--- src/rtl/johnson_decoder.sv ---
// Johnson-code receiver: legality check, successor check, binary/one-hot decode, lock FSM.
// Optional error counter enabled by defining JOHNSON_DEC_ERRCNT_EN; otherwise err_count is tied to 0.
module johnson_decoder #(
  parameter int N          = 4,
  parameter int LOCK_CNT   = 4,
  parameter int ALLOW_HOLD = 1,
  parameter int CW         = 8,
  localparam int IW        = $clog2(2*N),
  localparam int OW        = 2*N
) (
  input  logic          clk,
  input  logic          reset,
  input  logic          in_valid,
  input  logic [N-1:0]  code,
  output logic          out_valid,
  output logic [IW-1:0] idx,
  output logic [OW-1:0] onehot,
  output logic          illegal,
  output logic          step_err,
  output logic          locked,
  output logic [CW-1:0] err_count
);

  typedef enum logic [1:0] {UNLOCK, ACQ, LOCK} state_t;

  // {legal, index}: low half is k ones from the LSB, high half is m zeros from the LSB.
  function automatic logic [IW:0] decode(input logic [N-1:0] c);
    logic [N-1:0] pat;
    decode = '0;
    for (int k = 0; k < N; k++) begin
      for (int j = 0; j < N; j++) pat[j] = (j < k);
      if (!c[N-1] && c == pat)  decode = {1'b1, IW'(k)};
      if (c[N-1]  && c == ~pat) decode = {1'b1, IW'(N + k)};
    end
  endfunction

  function automatic logic [CW-1:0] sat_inc(input logic [CW-1:0] v);
    sat_inc = (v == '1) ? v : v + 1'b1;
  endfunction

  state_t        state_q, state_d;
  logic [7:0]    good_q, good_d;
  logic [IW-1:0] prev_q, prev_d;
  logic          legal;
  logic [IW-1:0] dec_idx;
  logic [IW-1:0] succ_idx;
  logic          is_succ, is_hold, step_bad;

  logic          vld_p1;
  logic [IW-1:0] idx_p1;
  logic [OW-1:0] onehot_p1;
  logic          illegal_p1, step_err_p1;

  always_comb begin
    {legal, dec_idx} = decode(code);
    succ_idx = (prev_q == IW'(2*N - 1)) ? '0 : prev_q + 1'b1;
    is_succ  = (dec_idx == succ_idx);
    is_hold  = (dec_idx == prev_q);
    // In UNLOCK there is no history, so no sample can be a step error.
    step_bad = legal && (state_q != UNLOCK) && !(is_succ || (is_hold && ALLOW_HOLD != 0));
  end

  always_comb begin
    state_d = state_q;
    good_d  = good_q;
    prev_d  = prev_q;
    if (in_valid) begin
      if (legal) prev_d = dec_idx;
      case (state_q)
        UNLOCK: begin
          if (legal) begin
            state_d = ACQ;
            good_d  = '0;
          end
        end
        ACQ: begin
          if (!legal) begin
            state_d = UNLOCK;
            good_d  = '0;
          end else if (step_bad) begin
            good_d = '0;
          end else if (is_succ) begin
            good_d = good_q + 8'd1;
            if (good_q + 8'd1 == 8'(LOCK_CNT)) state_d = LOCK;
          end
        end
        LOCK: begin
          if (!legal) begin
            state_d = UNLOCK;
            good_d  = '0;
          end else if (step_bad) begin
            state_d = ACQ;
            good_d  = '0;
          end
        end
        default: state_d = UNLOCK;
      endcase
    end
  end

  // Stage p1: registered decode results and FSM state
  always_ff @(posedge clk) begin
    if (reset) begin
      state_q     <= UNLOCK;
      good_q      <= '0;
      prev_q      <= '0;
      vld_p1      <= 1'b0;
      idx_p1      <= '0;
      onehot_p1   <= OW'(1);
      illegal_p1  <= 1'b0;
      step_err_p1 <= 1'b0;
    end else begin
      state_q     <= state_d;
      good_q      <= good_d;
      prev_q      <= prev_d;
      vld_p1      <= in_valid;
      illegal_p1  <= in_valid && !legal;
      step_err_p1 <= in_valid && step_bad;
      if (in_valid && legal) begin
        idx_p1    <= dec_idx;
        onehot_p1 <= OW'(1) << dec_idx;
      end
    end
  end

`ifdef JOHNSON_DEC_ERRCNT_EN
  logic [CW-1:0] err_cnt_p1;

  always_ff @(posedge clk) begin
    if (reset) err_cnt_p1 <= '0;
    else if (in_valid && (!legal || step_bad)) err_cnt_p1 <= sat_inc(err_cnt_p1);
  end

  assign err_count = err_cnt_p1;
`else
  assign err_count = '0;
`endif

  assign out_valid = vld_p1;
  assign idx       = idx_p1;
  assign onehot    = onehot_p1;
  assign illegal   = illegal_p1;
  assign step_err  = step_err_p1;
  assign locked    = (state_q == LOCK);

endmodule

--- config.mk ---
export PLATFORM = sky130hd
export DESIGN_NAME = johnson_decoder
export DESIGN_NICKNAME = d
export VERILOG_FILES = /design/src/rtl/johnson_decoder.sv
export SDC_FILE = /design/constraint.sdc
export NUM_CORES = 1
export LEC_CHECK = 0
export BUFFER_PORTS_ARGS = -buffer_cell sky130_fd_sc_hd__buf_4
export CAP_MARGIN = 20
export CORE_MARGIN = 2
export CORE_UTILIZATION = 40
export CTS_CLUSTER_DIAMETER = 100
export CTS_CLUSTER_SIZE = 14
export DETAILED_ROUTE_END_ITERATION = 8
export SLEW_MARGIN = 15
export SYNTH_ARGS = -nofsm -noshare
export SYNTH_HDL_FRONTEND = slang
export SYNTH_SLANG_ARGS = --single-unit
--- constraint.sdc ---
create_clock -name clk -period 7.35 [get_ports clk]
set_input_delay 0.3675 -clock clk [delete_from_list [all_inputs] [get_ports clk]]
set_output_delay 0.3675 -clock clk [all_outputs]
set_load 0.05 [all_outputs]
* After elaboration in Yosys (flattened, before gate mapping)
Cells that the tools add are included.
** Word-level totals
- Register bits after elaboration :: 27
- Input bits :: 7
- Logic and storage cells :: 78
** Cells by class
- Add/sub/neg operators :: 2
- Equal/unequal tests :: 19
- Shift-type cells :: 1
- Mux-type cells :: 24
- Reduce and logical (&&, ||, !) cells :: 24
** Operators with widths (count)
- 8-bit 2-to-1 mux :: 6
- 4-bit 2-to-1 mux :: 8
- 8-bit case mux with 3 select lines :: 1
- 4-bit equality test, second input constant :: 4
- 2-bit 2-to-1 mux :: 7
- 1-bit logical AND :: 13
- 3-bit != test, second input constant :: 3
- 8-bit by 1-bit adder with 8-bit output, second input constant :: 1
- 8-bit by 3-bit equality test with 1-bit output, second input constant :: 1
- 1-bit by 3-bit left shift with 8-bit output, first input constant :: 1
- 3-bit equality test :: 2
- 2-bit case mux with 3 select lines :: 1
- 6-bit AND reduction :: 1
- 5-bit AND reduction :: 1
- 4-bit by 1-bit equality test with 1-bit output, second input constant :: 1
- 4-bit by 2-bit equality test with 1-bit output, second input constant :: 1
- 4-bit by 3-bit equality test with 1-bit output, second input constant :: 1
- 4-bit logical NOT :: 1
- 4-bit != test, second input constant :: 1
- 3-bit by 1-bit adder with 3-bit output, second input constant :: 1
- 3-bit equality test, second input constant :: 1
- 1-bit logical NOT :: 3
- 3-bit 2-to-1 mux :: 1
- 3-bit by 2-bit != test with 1-bit output, second input constant :: 1
- other kinds (8) :: 8

* Longest topological paths before layout
- Depth after elaboration :: 17
- Mapped depth :: 10
- Mapped depth without buffers :: 9

* Least setup slack after synthesis
OpenSTA, ideal clock, no wires.
- Path type :: register to register
- From :: register prev_q[0]
- To :: register good_q[6]
- Data arrival time :: 2.602 ns
- Setup slack :: 4.632 ns
- Cell stages (with the launch flop) :: 10
- Buffers on the path :: 0
- Path through :: dfxtp_1 > ha_1 > ha_1 > xor2_1 > o32ai_1 > o22ai_1 > a21o_1 > o21a_1 > a211o_1 > a31o_1
** On the way
- Word-level cells in the longest chain between the ends :: 9
** RTL lines
- start, declared :: line 43 : logic [IW-1:0] prev_q, prev_d;
- start signal, assigned :: line 115 : prev_q <= prev_d;
- 3-bit by 1-bit adder with 3-bit output / 3-bit equality test (equally long branches) :: line 56 : succ_idx = (prev_q == IW'(2*N - 1)) ? '0 : prev_q + 1'b1;
- 3-bit 2-to-1 mux :: line 56
- 3-bit equality test :: line 57 : is_succ = (dec_idx == succ_idx);
- 1-bit logical OR :: line 60 : step_bad = legal && (state_q != UNLOCK) && !(is_succ || (is_hold && ALLOW_HOLD != 0));
- 1-bit logical NOT :: line 60
- 1-bit logical AND :: line 60
- 8-bit 2-to-1 mux :: line 80 : end else if (step_bad) begin
- 8-bit 2-to-1 mux :: line 77 : if (!legal) begin
- 8-bit case mux with 3 select lines :: line 69 : case (state_q)
- end signal, assigned :: line 114 : good_q <= good_d;
- end, declared :: line 42 : logic [7:0] good_q, good_d;
Parallel ways exist; a longest one is shown, timed or not.
A chain may end at the register's enable or synchronous reset.

* Final worst setup path
Ends and elaborated chain as after synthesis.

==> impl_metrics.json <==
{
  "status": "finished clean",
  "hpwl_um": 2520,
  "cts_hold_buf": 0,
  "dp_slack_ns": 4.76,
  "synth_compound_area_share_pct": 26.4,
  "slew_violations": 0,
  "areaGrowthSynthToFinish_pct": 9.22,
  "critical_path_required_ns": 7.52,
  "yosys.area_share.simple_pct": 25.9,
  "h-tree-depth": 1,
  "yosysTopAreaCellShare_pct": 29.5,
  "tns_ns": 0,
  "cts-root-buf": "clkbuf_8",
  "synth_warnings": 0,
  "synth-seq-cells": 24,
  "yosysTopAreaCell": "dfxtp_1",
  "min_path_cells": 2,
  "p_leak_nw": 0.734,
  "cts_tree": "yes",
  "diodes": 0,
  "io-pin-count": 30,
  "min-delay-start": "reset",
  "relSlewSlack_pct": 63.9,
  "power_density_nw_per_um2": 164,
  "met2_length_um": 1560,
  "hold_viol_final": 0,
  "wirelength_um": 3580,
  "rows": 23,
  "cp-start-kind": "register",
  "initial_core_util_pct": 41.0,
  "gp_congestion": 0.792,
  "die_area_um2": 4600,
  "rr_endpoint": "good_q[6]",
  "synthXorXnorAreaFrac_pct": 2.15,
  "post_cts.repair.setup_buffers": 0,
  "regToRegSetupSlack_ns": 4.74,
  "numPortBuffers": 21,
  "grt_usage_pct": 16.7,
  "grt_max_degree": 25,
  "cp_common_cell": "ha_1",
  "reg2reg_depth": 9,
  "critPathMaxStageDelay_ns": 0.39,
  "fin_nets": 224,
  "synthAdderAreaFrac_pct": 2.30,
  "drv_cap": 0,
  "r2r-start": "prev_q[0]",
  "die_x_um": 67.8,
  "ant_nets": 0,
  "end_kind": "register",
  "ir_worst_vdd_mv": 0.0554,
  "period_minus_slack_ns": 2.61,
  "crit_chain": "ha_1, ha_1, xor2_1, o32ai_1, o22ai_1, a21o_1, o21a_1, a211o_1, a31o_1",
  "antenna_found_initial": 0,
  "core-area_um2": 3970,
  "die_h_um": 67.8,
  "insertion_delay_ns": 0.27,
  "setup_slack_ns": 4.74,
  "cts_resized": 0,
  "routed-wl-met3_um": 112,
  "synth_edf_count": 0,
  "critPathSlowestCell": "o32ai_1",
  "ys_top_cells_by_count": "24 x dfxtp_1, 23 x nor2_1, 15 x nand2_1, 13 x a21oi_1, 11 x buf_4",
  "routedWlPerCell_um": 13.6,
  "synth.avg_cell_area_um2": 7.99,
  "grt_pass1_wl_um": 5950,
  "dr.pass1.iters": 4,
  "synth_seq_area_share_pct": 29.5,
  "route.detailed.drc": 0,
  "syn_area_um2": 1630,
  "fin_crit_sh_pct": 35.5,
  "post-synth-top-count-cell": "dfxtp_1",
  "cts_max_path_buffers": 2,
  "synthArstFlopShare_pct": 0,
  "yosys.cell_types.count": 57,
  "rsz0062_at_grt": "no",
  "finClkSkew_ns": 0.00381,
  "grt_pass1_vias": 1324,
  "cts_sinks": 24,
  "cts_buffers": 3,
  "hp-class": "input port to register",
  "synthMuxAreaShare_pct": 3.23,
  "synth_top_family_by_area": "compound AO/OA/AOI/OAI gates",
  "synth_top_flop_cell": "dfxtp_1",
  "yosys-top-cells-area": "dfxtp_1 29%, nor2_1 5.3%, buf_4 5.1%, a21oi_1 4.0%, nand2_1 3.5%",
  "drtIter0Drc": 128,
  "vias_per_cell": 5.61,
  "netlist_instances": 204,
  "setup_violations": 0,
  "path_clk_slew_ns": 0.08,
  "routed-via-count": 1469,
  "drive_gt1_share_pct": 16.5,
  "overflow": 0,
  "min_to": "onehot[3]",
  "fmax_mhz": 384,
  "crit_fanout": 7,
  "wl_met1_um": 1860,
  "worst_pin_slew_ns": 0.538,
  "path_class": "register to register",
  "top_layer": "met4",
  "arrival_ns": 2.77
}
[metal layers]
layer,GRT usage [%],up-vias
met1,23.5,689
met5,0,-
li1,-,755
met3,2.96,5
met2,26.0,20
met4,5.25,0
[report_power, final]
group	switching (mW)	leakage, nW	internal (mW)	total, mW
clock network	0.0414	0.0216	0.0367	0.0781
registers	0.00356	0.195	0.133	0.137
logic	0.0534	0.518	0.0236	0.0770
total	0.0983	0.734	0.193	0.292
[per-stage QoR]
stage	hold slack, ns	cell area (um^2)	instances	power (mW)	utilization [%]
final	0.444	1780	262	0.292	44.8
after global routing	0.452	1780	262	0.305	44.8
after CTS	0.444	1780	262	0.293	44.8
after detailed placement	0.477	1740	259	0.216	43.8
after global placement	0.474	1740	259	0.217	43.8
after floorplan	0.444	1660	211	0.206	-
[worst max-delay path: cells and delay by family, from the launching register on]
family	cells	cell delay, ns
AOI/OAI and AO/OA	6	1.42
adders and majority gates	2	0.56
DFF	1	0.37
xor gates and xnor gates	1	0.16
[layout make-up]
cell class / count / area, um^2
Clock buffer: 3 / 41.3
Inverter: 8 / 30.0
Fill cell: 426 / 2190
Tap cell: 50 / 62.6
Sequential cell: 24 / 480
Multi-Input combinational cell: 156 / 1010
Timing Repair Buffer: 21 / 158
[cells by family after synthesis]
kind of cell    Yosys count
compound gates           60
xor+xnor                  4
fa+ha+maj                 3
buf+inv                  31
flops                    24
mux                       5
other cells               1
simple gates             76
[how the worst max path moves through the flow]
stage / startpoint / to / slack (ns)
final: prev_q[0] / good_q[6] / 4.74
after global routing: prev_q[0] / good_q[4] / 4.49
after CTS: prev_q[0] / good_q[4] / 4.74
after detailed placement: prev_q[0] / good_q[6] / 4.76
after global placement: prev_q[0] / good_q[4] / 4.83
after floorplan: prev_q[0] / good_q[6] / 4.63
[placed cells by master (no fill, tap or decap), types with 3 or more instances in the layout]
master and n:
xor2_1 3, nand3_1 6, dfxtp_1 24, nor2b_1 4, nand2_1 15, nor2_1 23
conb_1 8, ha_1 3, a31o_1 3, buf_4 21, o21a_1 4, nand2b_1 3
inv_1 8, nor4_1 5, o21ai_0 7, o22ai_1 3, nor3_1 3, a21oi_1 13
mux2i_1 3, nand4_1 3, clkbuf_8 3, a211o_1 3
[flip-flops by register name, indices dropped and copies added, names as in the netlist]
| register | flops |
|---|---|
| state_q | 2 |
| prev_q | 3 |
| onehot | 8 |
| illegal | 1 |
| out_valid | 1 |
| good_q | 8 |
| step_err | 1 |
No activity file was read; power rests on OpenSTA's default activity.
